$ cat config.mk
export PLATFORM = sky130hd
export DESIGN_NAME = axis_i2c_cmd_arbiter
export DESIGN_NICKNAME = d
export VERILOG_FILES = /design/src/rtl/axis_i2c_arb_pkg.sv /design/src/rtl/i2c_rr_pick.sv /design/src/rtl/axis_i2c_cmd_arbiter.sv
export SDC_FILE = /design/constraint.sdc
export NUM_CORES = 1
export LEC_CHECK = 0
export ABC_CLOCK_PERIOD_IN_PS = 4230
export BUFFER_PORTS_ARGS = -buffer_cell sky130_fd_sc_hd__buf_4
export CAP_MARGIN = 5
export CORE_AREA = 2 2 102 104
export DETAILED_ROUTE_END_ITERATION = 6
export DIE_AREA = 0 0 104 106
export PLACE_DENSITY = 0.88
export SKIP_LAST_GASP = 1
export SLEW_MARGIN = 20
export SYNTH_ARGS = -nofsm -noshare
export SYNTH_HDL_FRONTEND = slang
export SYNTH_SLANG_ARGS = --single-unit
$ cat constraint.sdc
create_clock -name clk -period 4.23 [get_ports clk]
set_input_delay 0.6345 -clock clk [delete_from_list [all_inputs] [get_ports clk]]
set_output_delay 0.6345 -clock clk [all_outputs]
set_load 0.01 [all_outputs]
$ cat src/rtl/axis_i2c_arb_pkg.sv
// Shared definitions for the I2C command arbiter: FSM encoding, legacy command
// word field offsets and the default read-timeout response value.
package axis_i2c_arb_pkg;

    typedef enum logic [1:0] {
        ST_IDLE     = 2'd0,
        ST_ISSUE    = 2'd1,
        ST_WAIT_INT = 2'd2,
        ST_RESP     = 2'd3
    } arb_state_e;

    localparam int unsigned CMD_W         = 32;
    localparam int unsigned CMD_RDVAL_BIT = 31;
    localparam int unsigned CMD_RDSZ_BIT  = 28;
    localparam int unsigned CMD_WRSZ_BIT  = 26;
    localparam int unsigned CMD_DEVNO_BIT = 24;

    localparam logic [CMD_W-1:0] DEFAULT_ERROR_VALUE = 32'hbaadbeef;

endpackage

$ cat src/rtl/i2c_rr_pick.sv
// Combinational round-robin selector: first requester at or after last_i+1,
// wrapping modulo REQ_COUNT.
module i2c_rr_pick
    import axis_i2c_arb_pkg::*;
#(
    parameter  int unsigned REQ_COUNT = 4,
    localparam int unsigned GW        = $clog2(REQ_COUNT)
) (
    input  logic [REQ_COUNT-1:0] req_i,
    input  logic [GW-1:0]        last_i,
    output logic                 any_o,
    output logic [GW-1:0]        grant_o
);

    localparam int unsigned   SW  = GW + 1;
    localparam logic [SW-1:0] N_S = SW'(REQ_COUNT);

    logic [SW-1:0] cand;

    // Scan from the farthest offset down so the nearest pending requester wins.
    always_comb begin
        any_o   = 1'b0;
        grant_o = last_i;
        cand    = '0;
        for (int k = REQ_COUNT; k >= 1; k--) begin
            cand = {1'b0, last_i} + SW'(k);
            if (cand >= N_S) begin
                cand = cand - N_S;
            end
            if (req_i[cand[GW-1:0]]) begin
                any_o   = 1'b1;
                grant_o = cand[GW-1:0];
            end
        end
    end

endmodule

$ cat src/rtl/axis_i2c_cmd_arbiter.sv
// Round-robin arbiter sharing one legacy I2C command engine between several
// AXI-Stream requesters; a grant is held until write acceptance or read response.
module axis_i2c_cmd_arbiter
    import axis_i2c_arb_pkg::*;
#(
    parameter int unsigned      REQ_COUNT    = 4,
    parameter int unsigned      TIMEOUT_BITS = 20,
    parameter logic [CMD_W-1:0] ERROR_VALUE  = DEFAULT_ERROR_VALUE
) (
    input  logic                       clk,
    input  logic                       rst_n,
    input  logic [REQ_COUNT-1:0]       s_cmd_valid,
    input  logic [CMD_W*REQ_COUNT-1:0] s_cmd_data,
    output logic [REQ_COUNT-1:0]       s_cmd_ready,
    output logic [REQ_COUNT-1:0]       m_rsp_valid,
    output logic [CMD_W-1:0]           m_rsp_data,
    input  logic [REQ_COUNT-1:0]       m_rsp_ready,
    output logic                       m_cmd_valid,
    output logic [CMD_W-1:0]           m_cmd_data,
    input  logic                       m_cmd_ready,
    input  logic [CMD_W-1:0]           s_rb_data,
    input  logic                       s_int_valid,
    output logic                       s_int_ready,
    output logic [15:0]                stat_timeouts
);

    localparam int unsigned GW = $clog2(REQ_COUNT);

    arb_state_e              state_q, state_d;
    logic [GW-1:0]           grant_q, grant_d;
    logic [GW-1:0]           last_q, last_d;
    logic                    cmd_valid_q, cmd_valid_d;
    logic [REQ_COUNT-1:0]    rsp_valid_q, rsp_valid_d;
    logic [CMD_W-1:0]        rsp_data_q, rsp_data_d;
    logic [TIMEOUT_BITS-1:0] tmo_q, tmo_d;
    logic [15:0]             stat_q, stat_d;

    logic [TIMEOUT_BITS-1:0] tmo_inc;
    logic [REQ_COUNT-1:0]    grant_oh;
    logic [CMD_W-1:0]        cmd_word;
    logic [REQ_COUNT-1:0]    cmd_ready_c;
    logic                    int_ready_c;
    logic                    pick_any;
    logic [GW-1:0]           pick_idx;

    i2c_rr_pick #(
        .REQ_COUNT (REQ_COUNT)
    ) u_pick (
        .req_i   (s_cmd_valid),
        .last_i  (last_q),
        .any_o   (pick_any),
        .grant_o (pick_idx)
    );

    assign grant_oh = REQ_COUNT'(1) << grant_q;
    assign tmo_inc  = tmo_q + TIMEOUT_BITS'(1);

    // Command word of the granted requester.
    always_comb begin
        cmd_word = '0;
        for (int i = 0; i < REQ_COUNT; i++) begin
            if (grant_q == GW'(i)) begin
                cmd_word = s_cmd_data[CMD_W*i +: CMD_W];
            end
        end
    end

    always_comb begin
        state_d     = state_q;
        grant_d     = grant_q;
        last_d      = last_q;
        cmd_valid_d = cmd_valid_q;
        rsp_valid_d = rsp_valid_q;
        rsp_data_d  = rsp_data_q;
        tmo_d       = tmo_q;
        stat_d      = stat_q;
        cmd_ready_c = '0;
        int_ready_c = 1'b0;

        unique case (state_q)
            ST_IDLE: begin
                int_ready_c = 1'b1;
                if (pick_any) begin
                    grant_d     = pick_idx;
                    last_d      = pick_idx;
                    cmd_valid_d = 1'b1;
                    state_d     = ST_ISSUE;
                end
            end
            ST_ISSUE: begin
                cmd_ready_c = grant_oh & {REQ_COUNT{m_cmd_ready}};
                if (m_cmd_ready) begin
                    cmd_valid_d = 1'b0;
                    if (cmd_word[CMD_RDVAL_BIT]) begin
                        tmo_d   = '0;
                        state_d = ST_WAIT_INT;
                    end else begin
                        state_d = ST_IDLE;
                    end
                end
            end
            ST_WAIT_INT: begin
                int_ready_c = 1'b1;
                // Interrupt has priority over a timeout in the same cycle.
                if (s_int_valid) begin
                    rsp_data_d  = s_rb_data;
                    rsp_valid_d = grant_oh;
                    state_d     = ST_RESP;
                end else begin
                    tmo_d = tmo_inc;
                    if (&tmo_inc) begin
                        rsp_data_d  = ERROR_VALUE;
                        rsp_valid_d = grant_oh;
                        state_d     = ST_RESP;
                        if (stat_q != 16'hffff) begin
                            stat_d = stat_q + 16'd1;
                        end
                    end
                end
            end
            ST_RESP: begin
                if (|(m_rsp_ready & grant_oh)) begin
                    rsp_valid_d = '0;
                    state_d     = ST_IDLE;
                end
            end
            default: state_d = ST_IDLE;
        endcase
    end

    always_ff @(posedge clk or negedge rst_n) begin
        if (!rst_n) begin
            state_q     <= ST_IDLE;
            grant_q     <= '0;
            last_q      <= GW'(REQ_COUNT - 1);
            cmd_valid_q <= 1'b0;
            rsp_valid_q <= '0;
            rsp_data_q  <= '0;
            tmo_q       <= '0;
            stat_q      <= '0;
        end else begin
            state_q     <= state_d;
            grant_q     <= grant_d;
            last_q      <= last_d;
            cmd_valid_q <= cmd_valid_d;
            rsp_valid_q <= rsp_valid_d;
            rsp_data_q  <= rsp_data_d;
            tmo_q       <= tmo_d;
            stat_q      <= stat_d;
        end
    end

    assign m_cmd_valid   = cmd_valid_q;
    assign m_cmd_data    = cmd_word;
    assign s_cmd_ready   = cmd_ready_c;
    assign m_rsp_valid   = rsp_valid_q;
    assign m_rsp_data    = rsp_data_q;
    assign s_int_ready   = int_ready_c;
    assign stat_timeouts = stat_q;

endmodule

* Yosys cells after proc, flatten, opt, wreduce, memory -nomap -nowiden
Index checks and enable logic that the tools add are counted.
Operators by class: add/sub/neg operators 10, $mul 0, divide/modulo/power cells 0, order comparisons 8, eq/ne operators 13, shift-type cells 1, multiplexer cells 46, bitwise logic cells 3, reductions and logical operators 16
Operators by type and width (count):
- two-way mux 32 bit | 6
- two-way mux 20 bit | 3
- one-hot mux 20 bit (2 select lines) | 1
- two-way mux 2 bit | 14
- AND reduction 23 bit | 1
- adder 20 x 1 -> 20 bit (second input constant) | 1
- AND reduction 20 bit | 1
- adder 16 x 1 -> 16 bit (second input constant) | 1
- two-way mux 4 bit | 4
- inequality test 16 bit (second input constant) | 1
- greater-or-equal comparator 3 bit (second input constant) | 4
- less-than comparator 2 x 3 -> 1 bit (second input constant) | 4
- two-way mux 1 bit | 11
- inequality test 2 bit (second input constant) | 5
- bitwise AND 4 bit | 2
- binary-select mux 1 bit (select 2 bit) | 4
- equality test 2 bit (second input constant) | 4
- one-hot mux 2 bit (4 select lines) | 1
- one-hot mux 4 bit (2 select lines) | 1
- AND reduction 4 bit | 2
- nonzero test 2 bit | 4
- subtractor 2 x 1 -> 2 bit (second input constant) | 4
- adder 2 x 2 -> 3 bit (second input constant) | 2
- AND reduction 3 bit | 2
- other kinds (11) | 14
Word-level totals: bits in registers 79, bits in latches 0, RAM bits 0, memory bits (read-only) 0, input bits 172, output and inout port bits 90, logic and storage cells 105, memories 0

* Longest topological paths before layout
depth after elaboration 11, mapped depth 12, mapped depth without buffers 9

* Modules after synthesis
From an unflattened synthesis, not the netlist that was laid out.
Unflattened totals: cells, all modules 401, area, all modules 4634.4 µm²
Modules (own cells, without submodules):
- axis_i2c_cmd_arbiter | times used 1, cells an instance 387, area an instance 4551.9 µm², sequential area each 1979.4 µm²
- i2c_rr_pick | times used 1, cells an instance 14, area an instance 82.6 µm², sequential area each 0.0 µm²

* Worst setup path after synthesis
OpenSTA, ideal clock, no wires.
path kind reg2reg, start point register tmo_q[0], end point register rsp_data_q[10], in the netlist m_rsp_data[10], setup time 65 ps, arrival time 2581 ps, required time 4165 ps, slack 1584 ps, cell stages (with the launch flop) 13, buffers on the path 3, period minus slack after synthesis 2646 ps, cell sequence dfrtp_1 > ha_1 > buf_4 > nand4_4 > nor4_4 > nand2_2 > o31ai_2 > o21ai_2 > o41ai_2 > and2_1 > buf_6 > buf_8 > o22a_1
On the way: longest elaborated chain between the ends 4
Ends and longest elaborated chain:
- start, declared | line axis_i2c_cmd_arbiter.sv:35 | logic [TIMEOUT_BITS-1:0] tmo_q, tmo_d;
- start signal, assigned | line axis_i2c_cmd_arbiter.sv:148 | tmo_q <= tmo_d;
- adder 20 x 1 -> 20 bit | line axis_i2c_cmd_arbiter.sv:56 | assign tmo_inc = tmo_q + TIMEOUT_BITS'(1);
- AND reduction 20 bit | line axis_i2c_cmd_arbiter.sv:111 | if (&tmo_inc) begin
- nonzero test 2 bit (no source line)
- AND reduction 2 bit (no source line)
- end signal, assigned | line axis_i2c_cmd_arbiter.sv:147 | rsp_data_q <= rsp_data_d;
- end, declared | line axis_i2c_cmd_arbiter.sv:34 | logic [CMD_W-1:0] rsp_data_q, rsp_data_d;
No other way between the ends. A chain may end at the register's enable or synchronous reset.

* Worst setup path after layout
start point register tmo_q[0], end point register rsp_data_q[7], in the netlist m_rsp_data[7]
The elaborated chain is that of the path after synthesis.

==> impl_metrics.json <==
{
  "cts_resized": 0,
  "final_area_um2": 6910,
  "place.detailed.hpwl_um": 14800,
  "wl_per_cell_um": 22.7,
  "vias": 4714,
  "hp-class": "input pin to asynchronous set/reset pin",
  "grt_usage_pct": 32.7,
  "syn_nets": 588,
  "finalSetupTns_ns": 0,
  "regArea_um2": 1980,
  "cts_tree": "yes",
  "arrival_ns": 3.83,
  "period_share_pct": 83.7,
  "place_congestion": 0.998,
  "reg2reg_slack_ns": 0.69,
  "clkTransAtPathRegs_ns": 0.09,
  "rsz0062_at_grt": "false",
  "post_cts_buffers": 0,
  "cts_made_buffers": 9,
  "worstSkewPairLatency_ns": 0.36,
  "path_depth": 9,
  "synth_xor_xnor_area_share_pct": 3.34,
  "setup_viol": 0,
  "dieArea_um2": 11000,
  "crit_start": "tmo_q[0]$_DFFE_PN0P_",
  "antenna_found_initial": 5,
  "drv_cap": 0,
  "critPathSlowestCell": "and2_1",
  "synth_compound_area_share_pct": 17.2,
  "synth_simple_gate_area_share_pct": 15.1,
  "syn_area_per_cell_um2": 11.4,
  "grt_max_degree": 80,
  "htreeDepth": 3,
  "power.total_uw": 3580,
  "totalWireLength_um": 18200,
  "finalMaxSlewViolations": 0,
  "ys_seq_area_share_pct": 41.9,
  "synthToLayoutAreaGrowth_pct": 46.3,
  "final_cells": 802,
  "async_flop_share_pct": 100,
  "dp_cells": 785,
  "r2r_start": "tmo_q[0]$_DFFE_PN0P_",
  "ant_nets": 0,
  "clock_path_buffers": 2,
  "synth_area_leader_cell": "dfrtp_1",
  "slew_headroom_pct": 35.5,
  "core_um2": 10000,
  "path_class": "register to register",
  "cpPeakStageDelay_ns": 0.75,
  "syn_area_um2": 4720,
  "r2r_cells": 9,
  "worst-slew-pin-transition_ns": 0.968,
  "drt_first_pass_iters": 5,
  "period_needed_ns": 3.54,
  "clock-sinks": 79,
  "synth_warnings": 0,
  "synth_top_family_by_area": "compound AO/OA/AOI/OAI gates",
  "hold_buffers": 0,
  "post_synth_fa_ha_maj_area_fraction_pct": 0.795,
  "synth.distinct_cells": 70,
  "cp.required_ns": 4.52,
  "max_freq_ghz": 0.282,
  "synth_seq_cells": 79,
  "io_buffers": 261,
  "rows": 37,
  "synth_area_leaders": "dfrtp_1, mux4_2, o21ai_0",
  "final-hold-violation-count": 0,
  "synthFlopType": "dfrtp_1",
  "start_kind": "register",
  "grt_pass1_wl_um": 27000,
  "drcViolationCount": 0,
  "crit_path_end_kind": "register",
  "path_delay_family": "simple AND/OR/NAND/NOR gates",
  "crit_chain": "ha_1 -> nand4_4 -> nor4_4 -> nand2_2 -> o31ai_2 -> o21ai_2 -> o41ai_2 -> and2_1 -> o22a_1",
  "timing.rr.end": "m_rsp_data[7]$_DFFE_PN0P_",
  "synthMuxAreaShare_pct": 16.4,
  "start_util_pct": 47.2,
  "io_pins": 262,
  "power_density_nw_per_um2": 519,
  "n_fill_cell": 760,
  "power.leakage_uw": 0.00326,
  "placed_area_um2": 6680,
  "cp_max_fo": 24,
  "synth-edff-count": 0,
  "synth_top_area_share_pct": 40.8,
  "multi_input_area_um2": 2490,
  "drt_iter0_drc": 510,
  "ir_worst_vdd_v": 0.000279,
  "die-height_um": 106,
  "status": "completed",
  "dieWidth_um": 104,
  "fin_worst_skew_ns": 0.0123,
  "grt_pass1_vias": 4614,
  "crit_end": "m_rsp_data[7]$_DFFE_PN0P_",
  "final_layout_size_suffix_gt1_share_pct": 51.3,
  "synth_cells": 413,
  "grt_overflow": 0,
  "critPathBufInv": 0,
  "fin_nets": 835,
  "vias_per_cell": 5.88,
  "clock-root-buffer": "clkbuf_8"
}
==> how the worst min path moves through the flow <==
stage	slack, ns	cells past startpoint	from	end
6_report	0.43	1	rst_n	m_rsp_data[23]$_DFFE_PN0P_
4_1_cts	0.45	1	rst_n	m_rsp_data[23]$_DFFE_PN0P_
3_3_place_gp	0.47	2	m_cmd_valid$_DFFE_PN0P_	m_cmd_valid$_DFFE_PN0P_
2_1_floorplan	0.34	0	rst_n	asynchronous set/reset pin
5_1_grt	0.49	1	rst_n	m_rsp_data[23]$_DFFE_PN0P_
3_5_place_dp	0.47	2	m_cmd_valid$_DFFE_PN0P_	m_cmd_valid$_DFFE_PN0P_
==> routing by layer <==
| metal | routed length, um | vias up | track usage (%) |
|---|---|---|---|
| met1 | 7190 | 2306 | 42.3 |
| li1 | - | 2082 | - |
| met5 | 46 | - | 0 |
| met2 | 8400 | 282 | 50.6 |
| met4 | 325 | 6 | 7.34 |
| met3 | 2240 | 38 | 15.0 |
==> Yosys cell counts, types with 8 or more instances <==
cell	n
a21oi_1	8
xnor2_1	15
nand4_1	10
dfrtp_1	77
o22a_1	20
nand2_1	31
clkbuf_1	12
mux4_2	32
and3_1	8
nand3_1	11
o21ai_0	41
a22o_1	10
nor2_1	21
inv_1	14
==> power breakdown <==
group	internal, uW	total (uW)	switching, uW
Clock	340	639	299
Sequential	968	1170	202
Combinational	988	1770	785
Total	2300	3580	1290
==> logic make-up (layout without fill, tap and decap cells) <==
group,Yosys count,after routing
compound gates,113,113
xor+xnor,18,18
fa+ha+maj,3,3
buf+inv,42,294
flops,79,79
mux,37,37
other cells,0,1
simple gates,121,121
==> area by class of cell <==
class | instances | area share [%]
diodes | 1 | 0.0362
well taps | 136 | 2.46
clock inverters | 7 | 1.52
inverters | 14 | 0.761
repair buffers | 264 | 28.7
clock buffers | 9 | 1.79
flip-flops and latches | 79 | 28.7
multi-input cells | 292 | 36.1
==> through the flow <==
step | hold WS [ns] | util, % | setup WS, ns
detailed placement | 0.474 | 66.8 | 0.776
floorplan | 0.339 | - | 1.58
global placement | 0.468 | 66.8 | 0.924
CTS | 0.455 | 69.1 | 0.757
finish | 0.428 | 69.1 | 0.690
global route | 0.489 | 69.1 | 0.435
==> registers in the layout, indices dropped and copies added (netlist names), named ones only <==
register       count
grant_q            2
tmo_q             20
m_rsp_valid        4
state_q            1
m_cmd_valid        1
m_rsp_data        32
last_q             2
stat_timeouts     16
==> cell usage in the layout, fill, tap and decap left out, types with 3 or more instances in the layout <==
master / count
o2bb2ai_1: 3
buf_4: 264
xor2_1: 3
nor2_1: 21
and2_1: 4
o22a_2: 3
and3_1: 8
o22a_1: 20
nand4_1: 10
nand3_1: 11
or3_1: 3
nand2_1: 31
ha_1: 3
nand2b_1: 3
nor3_1: 5
mux2i_1: 3
a31oi_1: 5
a22o_1: 10
clkbuf_8: 9
inv_1: 14
nor4_1: 3
o41ai_1: 3
xnor2_1: 15
dfrtp_1: 76
mux4_2: 32
a21oi_1: 8
o21ai_0: 41
No activity file was read; power rests on OpenSTA's default activity.
